$ cat src/rtl/key_scheduler_pkg.sv
// Shared definitions for the key scheduler: key code constants and the
// issue FSM state encoding.
package key_scheduler_pkg;

  localparam logic [3:0] KEY_ADD = 4'd10;
  localparam logic [3:0] KEY_SUB = 4'd11;
  localparam logic [3:0] KEY_MUL = 4'd12;
  localparam logic [3:0] KEY_DIV = 4'd13;
  localparam logic [3:0] KEY_CLR = 4'd14;
  localparam logic [3:0] KEY_EQ  = 4'd15;

  typedef enum logic [1:0] {
    ST_IDLE = 2'd0,
    ST_GAP  = 2'd1,
    ST_HOLD = 2'd2
  } issue_state_t;

endpackage

$ cat src/rtl/key_fifo.sv
// Synchronous key queue with flush.
// Ports:
//   clk, rst_n     clock, async active-low reset
//   push/push_data write request and data (ignored when full unless flushing)
//   pop            remove head (ignored when empty)
//   flush          with push: discard all contents, push_data becomes sole entry
//   head           current head entry (valid when !empty)
//   count          occupancy 0..DEPTH
//   empty, full    occupancy flags
module key_fifo #(
  parameter int DEPTH = 4,
  parameter int WIDTH = 4,
  localparam int AW = $clog2(DEPTH)
) (
  input  logic             clk,
  input  logic             rst_n,
  input  logic             push,
  input  logic [WIDTH-1:0] push_data,
  input  logic             pop,
  input  logic             flush,
  output logic [WIDTH-1:0] head,
  output logic [AW:0]      count,
  output logic             empty,
  output logic             full
);

  localparam logic [AW:0] FULL_CNT = DEPTH[AW:0];

  logic [WIDTH-1:0] mem [DEPTH];
  logic [AW-1:0]    rd_ptr;
  logic [AW-1:0]    wr_ptr;
  logic             do_push;
  logic             do_pop;

  assign empty   = (count == '0);
  assign full    = (count == FULL_CNT);
  assign head    = mem[rd_ptr];
  assign do_push = push && !full;
  assign do_pop  = pop && !empty;

  // A flush restarts the queue at slot 0 holding only the flushing entry.
  // Any coincident pop has already consumed the head combinationally.
  always_ff @(posedge clk or negedge rst_n) begin
    if (!rst_n) begin
      for (int i = 0; i < DEPTH; i++) mem[i] <= '0;
      rd_ptr <= '0;
      wr_ptr <= '0;
      count  <= '0;
    end else if (flush && push) begin
      mem[0] <= push_data;
      rd_ptr <= '0;
      wr_ptr <= AW'(1);
      count  <= (AW+1)'(1);
    end else begin
      if (do_push) begin
        mem[wr_ptr] <= push_data;
        wr_ptr      <= wr_ptr + AW'(1);
      end
      if (do_pop) rd_ptr <= rd_ptr + AW'(1);
      case ({do_push, do_pop})
        2'b10:   count <= count + (AW+1)'(1);
        2'b01:   count <= count - (AW+1)'(1);
        default: count <= count;
      endcase
    end
  end

endmodule

$ cat src/rtl/key_scheduler.sv
// Key scheduler: round-robin accept of two key sources into a queue, and an
// issue FSM that strobes one key at a time to the compute datapath, with a
// forced idle holdoff after the equals key.
// Ports:
//   clk, rst_n                 clock, async active-low reset
//   k0_valid/k0_code/k0_ready  source 0 (matrix keypad) handshake
//   k1_valid/k1_code/k1_ready  source 1 (UART/remote) handshake
//   flag                       single-cycle key strobe
//   press_num                  key code, valid with flag, held otherwise
//   busy                       queue non-empty or FSM not idle
//   fifo_cnt                   queue occupancy
//
// state   | meaning
// IDLE    | waiting for a queued key; pops and strobes when one is present
// GAP     | strobe cycle of a normal key; one strobe-free cycle follows
// HOLD    | strobe cycle of equals plus holdoff countdown
module key_scheduler
  import key_scheduler_pkg::*;
#(
  parameter int FIFO_DEPTH = 4,
  parameter int HOLDOFF    = 3
) (
  input  logic                          clk,
  input  logic                          rst_n,
  input  logic                          k0_valid,
  input  logic [3:0]                    k0_code,
  output logic                          k0_ready,
  input  logic                          k1_valid,
  input  logic [3:0]                    k1_code,
  output logic                          k1_ready,
  output logic                          flag,
  output logic [3:0]                    press_num,
  output logic                          busy,
  output logic [$clog2(FIFO_DEPTH):0]   fifo_cnt
);

  localparam int HW = (HOLDOFF < 2) ? 1 : $clog2(HOLDOFF + 1);
  localparam logic [HW-1:0] HOLD_LOAD = HW'(HOLDOFF);

  logic         rr_ptr;
  logic         grant0, grant1;
  logic         accept, flush;
  logic [3:0]   acc_code;
  logic [3:0]   head;
  logic         fifo_empty, fifo_full;
  logic         pop;

  issue_state_t state, state_n;
  logic [HW-1:0] hold_cnt, hold_cnt_n;
  logic         flag_n;
  logic [3:0]   press_n;

  // A lone valid source wins regardless of the pointer.
  assign grant0 = k0_valid && (!k1_valid || !rr_ptr);
  assign grant1 = k1_valid && (!k0_valid ||  rr_ptr);

  // Clear is always accepted since it replaces the queue contents.
  // rst_n gating keeps the handshake quiet while in reset.
  assign k0_ready = rst_n && grant0 && (!fifo_full || k0_code == KEY_CLR);
  assign k1_ready = rst_n && grant1 && (!fifo_full || k1_code == KEY_CLR);

  assign accept   = k0_ready || k1_ready;
  assign acc_code = k1_ready ? k1_code : k0_code;
  assign flush    = accept && (acc_code == KEY_CLR);

  always_ff @(posedge clk or negedge rst_n) begin
    if (!rst_n)      rr_ptr <= 1'b0;
    else if (accept) rr_ptr <= ~rr_ptr;
  end

  key_fifo #(.DEPTH(FIFO_DEPTH), .WIDTH(4)) u_fifo (
    .clk       (clk),
    .rst_n     (rst_n),
    .push      (accept),
    .push_data (acc_code),
    .pop       (pop),
    .flush     (flush),
    .head      (head),
    .count     (fifo_cnt),
    .empty     (fifo_empty),
    .full      (fifo_full)
  );

  always_ff @(posedge clk or negedge rst_n) begin
    if (!rst_n) begin
      state     <= ST_IDLE;
      hold_cnt  <= '0;
      flag      <= 1'b0;
      press_num <= '0;
    end else begin
      state     <= state_n;
      hold_cnt  <= hold_cnt_n;
      flag      <= flag_n;
      press_num <= press_n;
    end
  end

  // The GAP/HOLD state is entered on the same edge that raises flag, so the
  // strobe cycle itself is spent in GAP/HOLD and the idle cycles follow it.
  always_comb begin
    state_n    = state;
    hold_cnt_n = hold_cnt;
    flag_n     = 1'b0;
    press_n    = press_num;
    pop        = 1'b0;
    case (state)
      ST_IDLE: begin
        if (!fifo_empty) begin
          pop     = 1'b1;
          flag_n  = 1'b1;
          press_n = head;
          if (head == KEY_EQ) begin
            state_n    = ST_HOLD;
            hold_cnt_n = HOLD_LOAD;
          end else begin
            state_n = ST_GAP;
          end
        end
      end
      ST_GAP: state_n = ST_IDLE;
      ST_HOLD: begin
        if (hold_cnt <= HW'(1)) begin
          state_n    = ST_IDLE;
          hold_cnt_n = '0;
        end else begin
          hold_cnt_n = hold_cnt - HW'(1);
        end
      end
      default: state_n = ST_IDLE;
    endcase
  end

  assign busy = !fifo_empty || (state != ST_IDLE);

endmodule

$ cat config.mk
export PLATFORM = sky130hd
export DESIGN_NAME = key_scheduler
export DESIGN_NICKNAME = d
export VERILOG_FILES = /design/src/rtl/key_scheduler_pkg.sv /design/src/rtl/key_fifo.sv /design/src/rtl/key_scheduler.sv
export SDC_FILE = /design/constraint.sdc
export NUM_CORES = 1
export LEC_CHECK = 0
export CORE_MARGIN = 1.5
export CORE_UTILIZATION = 42
export DETAILED_ROUTE_END_ITERATION = 6
export PLACE_DENSITY = 0.63
export SLEW_MARGIN = 20
export SYNTH_ARGS = -nofsm -noshare
export SYNTH_HDL_FRONTEND = slang
export SYNTH_HIERARCHICAL = 1
export SYNTH_SLANG_ARGS = --single-unit
export TNS_END_PERCENT = 50
$ cat constraint.sdc
create_clock -name clk -period 7.1 [get_ports clk]
set_clock_uncertainty 0.15 [all_clocks]
set_input_delay 1.775 -clock clk [delete_from_list [all_inputs] [get_ports clk]]
set_output_delay 1.775 -clock clk [all_outputs]
set_load 0.02 [all_outputs]
==> key figures, run 1 <==
Drt
  – Antenna Nets Post-Route: 0
  – Vias: 1366
  – Drt pass-1 iters: 4
  – Mean routed wirelength per cell: approximately 16 um
  – DR DRC count: 0
  – Final wirelength: 3.774 mm
  – Starting DRC count in detailed routing: 89
  – Vias per inst: approximately 5.7

Global route
  – Gr usage total: 17.01%
  – Initial antenna violation count: 0
  – First-pass GRT wire length: 6.727 mm
  – Gr ovfl total: 0
  – Largest net degree at the start of global routing: 41
  – Vias in the first global route: around 1400

Logic synthesis
  – Mapped Nets: 179
  – Register bit total from synthesis: 33
  – Synth Instances: about 160
  – Post-synth EDFFs: 0
  – Yosys cell types: 48
  – Mapped Area: 1907 sq um
  – Sequential element share of the synthesized area: about 43%
  – Post-synth ARST share: 100.0%
  – Synth Warn #: 6
  – Syn_area_per_cell: 11.77 sq um
  – Primary FF master, synth: dfrtp_1

Floorplan
  – Row count: 24
  – # IOs: 23
  – Chip Height: between 70 and 80 um
  – Die W: between 70 and 80 um
  – Core area: 4354 sq um
  – Die area: 4953 sq um
  – Starting density of the core: 43.79%

Clock tree
  – Number of H-tree levels: 2
  – Clock-pin slew on the worst setup and hold paths: ~70 ps
  – Clk_lat worst skew: 280 ps
  – Number of buffers created by CTS: 5
  – Postcts setup bufs: 0
  – Clk root buf: clkbuf_8
  – Max Buffers Root-to-Sink: 2
  – Cts repair resizes: 0
  – Clock sink count: 33
  – CTS tree: yes
  – Hold_buf cts: 0

STA
  – Final setup viols: 0
  – Final period util: between 70% and 80%
  – Slew HR: a little over two fifths
  – Fin. Hold Viols: 0
  – Max Transition Viols Final: 0
  – Setup TNS: 0 ps
  – Hold Slack: 358.7 ps
  – RSZ-0062 raised after global routing: false
  – Pin slew with the least headroom to its limit: between 800 and 900 ps
  – Achievable Freq: about 190 MHz
  – Final min period: 5348 ps

Setup path
  – Crit Path Category: input port to output port
  – Setup crit start kind: input port
  – Most used cell, CP: clkdlybuf4s50_1
  – CP cell instances: clkdlybuf4s50_1 -> nand4b_1 -> nand2_2 -> nand3_4 -> inv_1 -> clkdlybuf4s50_1
  – Worst-path fanout max: 5
  – Crit path DAT: ~3400 ps
  – Slowest CP cell: clkdlybuf4s50_1
  – CP peak stage delay: 600 ps
  – Worst path required time: about 5200 ps
  – Crit. End Element: output port

Min path
  – Tightest Hold Check Type: flop to flop

Power
  – Leakage power total: 0.9578 nW
  – Final Total Pwr: 0.001107 W
  – Maximum vdd drop: 0.1493 mV
  – Power Density: 485.8 nW/um^2

Placed design
  – GP Congestion: 0.7645
  – HPWL Detailed: 2.791 mm
  – Port Buffers: 22

Layout
  – Finished Core Util: 52.36%
  – Ratio of cells with drive above 1 in the final layout: 26.34%
  – Antenna diode count: 0
  – Final nets: 202
  – Layout area overhead: 19.55%
  – Fillers: 371

Job
  – Max-cap violations: 0

Status
  – Status: complete, no violations
-- Yosys cell counts, types with 2 or more instances --
| cell | count | area [sq um] |
|---|---|---|
| a21oi_1 | 8 | 40.04 |
| a22oi_1 | 2 | 15.01 |
| and3_1 | 2 | 12.51 |
| buf_4 | 2 | 15.01 |
| buf_6 | 2 | 22.52 |
| clkbuf_1 | 3 | 11.26 |
| dfrtp_1 | 33 | 825.8 |
| ha_1 | 4 | 50.05 |
| inv_1 | 5 | 18.77 |
| mux2_2 | 16 | 180.2 |
| mux2_4 | 9 | 135.1 |
| mux4_2 | 4 | 90.09 |
| nand2_1 | 9 | 33.78 |
| nand2b_1 | 4 | 25.02 |
| nand3_1 | 4 | 20.02 |
| nand4b_1 | 2 | 17.52 |
| nor2_1 | 5 | 18.77 |
| nor2b_1 | 4 | 25.02 |
| nor3_1 | 2 | 10.01 |
| o21a_1 | 2 | 15.01 |
| o21ai_0 | 10 | 50.05 |
| o22ai_1 | 2 | 12.51 |
| o31ai_1 | 2 | 15.01 |
| xor2_1 | 2 | 17.52 |
-- report_power, final --
part	total [W]	switching, W	leakage [nW]	internal (W)
clock network	0.000208	0.0000691	0.0681	0.000139
logic	0.000523	0.000243	0.498	0.000280
registers	0.000376	0.0000932	0.392	0.000283
total	0.00111	0.000405	0.958	0.000703
-- per-layer routing --
layer  global-route usage [%]  wire length [um]
met4                    6.624                45
met5                        0                 0
met1                    20.56              1569
met2                    29.45              2011
met3                    3.608               148
-- sequential cells by signal, indices dropped and copies added, names as in the netlist --
signal	count
flag	1
hold_cnt	2
press_num	4
rr_ptr	1
state	2
u_fifo/count	3
u_fifo/mem	16
u_fifo/rd_ptr	2
u_fifo/wr_ptr	2
-- placed cells by master, fill, tap and decap left out, drive strengths merged, types with 2 or more instances in the layout --
cell type      instances
and3                   2
inv                    6
nor2b                  4
nor2                   5
nor3                   3
clkdlybuf4s50         21
o22ai                  2
dfrtp                 33
buf                    2
nand2                 10
o21ai                 11
a22oi                  2
mux4                   4
o21a                   3
ha                     4
or3b                   2
clkbuf                 5
o31ai                  2
bufinv                 2
xor2                   2
nand3                  5
mux2                  25
nand4b                 2
nand2b                 4
a21oi                  8
-- cells by family (layout without fill, tap and decap cells) --
kind of cell | count (synthesis) | after routing | synth area share, %
xor gates and xnor gates | 3 | 3 | 1.378
DFF | 33 | 33 | 43.31
muxes | 29 | 29 | 21.26
buffers and inverters | 13 | 37 | 4.002
and+or+nand+nor | 43 | 43 | 13.72
AOI/OAI and AO/OA | 36 | 36 | 12.66
adders and majority gates | 5 | 5 | 3.675
-- final timing paths --
kind                            startpoint         endpoint  slack (ps)  cells past startpoint
max reg2reg                u_fifo/count[0]  u_fifo/count[2]        4080                     11
min                           press_num[1]     press_num[1]         360                      1
min reg2reg                   press_num[1]     press_num[1]         360                      1
max in group asynchronous            rst_n  u_fifo/count[0]        4790                      1
min in group asynchronous            rst_n  u_fifo/count[1]        1460                      1
max                             k1_code[0]         k1_ready        1750                      6
-- cell type report --
cell class                 count  area, sq um  area share, %
clock buffer                   5        68.82          3.019
clock inverter                 3        65.06          2.854
inverter                       6        27.53          1.207
multi-input combinational    116         1005          44.07
sequential                    33        825.8          36.22
tap                           52        65.06          2.854
timing repair buffer          23        222.7          9.769
-- worst max-delay path, delay by kind of cell --
family | cells | cell delay (ps)
buf+inv | 3 | 1130
simple gates | 3 | 510
-- through the flow --
| stage | area [sq um] | std cells | worst slack (ps) |
|---|---|---|---|
| after floorplan | 1907 | 162 | 2817 |
| after global placement | 2146 | 230 | 1792 |
| after detailed placement | 2146 | 230 | 1754 |
| after CTS | 2280 | 238 | 1733 |
| after global routing | 2280 | 238 | 1618 |
| final | 2280 | 238 | 1752 |
Note: power is estimated with default switching activity, not from simulation.
==> run 2, diff against run 1 <==
--- a/config.mk
+++ b/config.mk
@@ -8,7 +8,7 @@
 export CORE_MARGIN = 1.5
 export CORE_UTILIZATION = 42
 export DETAILED_ROUTE_END_ITERATION = 6
-export PLACE_DENSITY = 0.63
+export PLACE_DENSITY = 0.65
 export SLEW_MARGIN = 20
 export SYNTH_ARGS = -nofsm -noshare
 export SYNTH_HDL_FRONTEND = slang
==> constraint.sdc (replaced) <==
create_clock -name clk -period 4.5 [get_ports clk]
set_clock_uncertainty 0.15 [all_clocks]
set_input_delay 1.125 -clock clk [delete_from_list [all_inputs] [get_ports clk]]
set_output_delay 1.125 -clock clk [all_outputs]
set_load 0.02 [all_outputs]
==> run 2 against run 1 <==
Clock power up 61%. Sequential power is 59% higher. Largest power group unchanged. Global-route usage grew 0.87 points. Critical path depth shrank 1. Count of clock-buffer cells in the layout is the same. Wire length is 7.8% higher. Largest cell class unchanged. First-iteration DRC count is 25% lower. Worst setup slack lost 1200 ps. Sequential share of layout area is 0.12 points lower. Combinational power grew 61%.
==> key figures, run 2 (synthesized netlist as in run 1, its figures left out) <==
Status
  – Status: complete, no violations

Drt
  – Vias: 1381
  – Antenna Nets Post-Route: 0
  – Final wirelength: 4.069 mm
  – Vias per inst: 5.778
  – DR DRC count: 0
  – Mean routed wirelength per cell: about 17 um
  – Starting DRC count in detailed routing: 67
  – Drt pass-1 iters: 4

Setup path
  – Setup crit start kind: input port
  – CP peak stage delay: approximately 600 ps
  – Reg2Reg Depth: 9
  – Most used cell, CP: clkdlybuf4s50_1
  – Slowest CP cell: clkdlybuf4s50_1
  – FF-to-FF End: u_fifo/count[2]
  – Worst-path fanout max: 3
  – Worst path bufs/invs: 2
  – Worst path required time: 3220 ps
  – R2R Path Start: u_fifo/count[0]
  – CP cell instances: clkdlybuf4s50_1 -> nand4b_1 -> nand2_1 -> and3_1 -> clkdlybuf4s50_1
  – Crit path DAT: 2720 ps
  – Crit. End Element: output port
  – CP delay by family, top: buffers and inverters
  – Crit Path Category: input port to output port
  – Reg2reg setup slack: 1480 ps

Floorplan
  – Row count: 24
  – Die area: a little under 5000 sq um
  – Starting density of the core: 43.79%
  – Core area: approximately 4400 sq um
  – Die W: 70.38 um
  – Chip Height: 70.38 um
  – # IOs: 23

Global route
  – Gr ovfl total: 0
  – Vias in the first global route: 1464
  – Initial antenna violation count: 0
  – First-pass GRT wire length: 6.879 mm
  – Largest net degree at the start of global routing: 34
  – Gr usage total: 17.88%

STA
  – Fin. Hold Viols: 0
  – Final period util: 88.68%
  – Achievable Freq: about 250 MHz
  – Final min period: 3991 ps
  – Slew HR: 48.67%
  – Hold Slack: 362.9 ps
  – Setup TNS: 0 ps
  – Max Transition Viols Final: 0
  – Pin slew with the least headroom to its limit: approximately 770 ps
  – RSZ-0062 raised after global routing: false
  – Final setup viols: 0

Layout
  – Antenna diode count: 0
  – Biggest regs: u_fifo/mem x16, press_num x4, u_fifo/count x3
  – Commonest non-fill, non-tap cell in the layout: dfrtp_1
  – Commonest cells after routing, fill and taps aside: dfrtp_1, clkdlybuf4s50_1, mux2_2, o21ai_0
  – Most flop-heavy register: u_fifo/mem
  – Finished Core Util: 52.53%
  – Layout area overhead: 19.95%
  – Final nets: about 200
  – Reg area: 825.8 sq um
  – Max FFs per register: 16
  – Ratio of cells with drive above 1 in the final layout: 26.74%
  – Fillers: 386
  – Footprint of the multi-input gates: 1005 sq um

Placed design
  – GP Congestion: 0.7503
  – HPWL Detailed: 3.038 mm
  – Port Buffers: 22

Power
  – Final Total Pwr: 0.001776 W
  – Maximum vdd drop: ~0.22 mV
  – Leakage power total: 0.9627 nW
  – Power Density: 776.5 nW/um^2

Clock tree
  – Max Buffers Root-to-Sink: 2
  – Number of buffers created by CTS: 5
  – Hold_buf cts: 0
  – Clock sink count: 33
  – Number of H-tree levels: 2
  – Cts repair resizes: 0
  – Clock-pin slew on the worst setup and hold paths: 70 ps
  – CTS tree: yes
  – Clk_lat worst skew: roughly 290 ps
  – Postcts setup bufs: 0
  – Clk root buf: clkbuf_8

Job
  – Max-cap violations: 0

Min path
  – Hold path endpoint: u_fifo/mem[12]
  – Tightest Hold Check Type: flop to flop
  – Min-Delay Startpoint: u_fifo/mem[12]
  – Worst Hold Depth: 1
-- run 2: cell type report --
| cell class | count | area share (%) |
|---|---|---|
| clock buffer | 5 | 3.009 |
| clock inverter | 3 | 2.845 |
| inverter | 6 | 1.204 |
| multi-input combinational | 116 | 43.93 |
| sequential | 33 | 36.11 |
| tap | 52 | 2.845 |
| timing repair buffer | 24 | 10.07 |
-- run 2: worst max path at each step --
stage	start	end	slack, ps	cells past startpoint
after detailed placement	k1_code[1]	k1_ready	500	6
after CTS	k1_code[1]	k1_ready	490	6
after floorplan	k1_code[0]	u_fifo/count[2]	1080	11
final	k0_code[2]	k0_ready	510	5
after global routing	k0_code[2]	k0_ready	410	5
after global placement	k1_code[0]	k1_ready	550	6
-- run 2: metal layers --
layer	GRT usage, %	vias up	part of all wire [%]
met1	20.90	702	43
met2	31.66	29	52
met4	7.051	0	1.8
met3	3.896	7	3.1
met5	0	-	0
li1	-	643	-
-- run 2: where the power goes --
part	total (W)	switching, W	leakage, nW	internal (W)
logic	0.000843	0.000399	0.503	0.000444
clock network	0.000335	0.000115	0.0681	0.000220
registers	0.000598	0.000151	0.392	0.000446
total	0.00178	0.000665	0.963	0.00111
-- run 2: through the flow --
step	area (sq um)	cells	worst slack [ps]
2_1_floorplan	1907	162	1081
3_3_place_gp	2153	231	553.7
3_5_place_dp	2153	231	497.5
4_1_cts	2287	239	491.9
5_1_grt	2287	239	414.8
6_report	2287	239	509.4
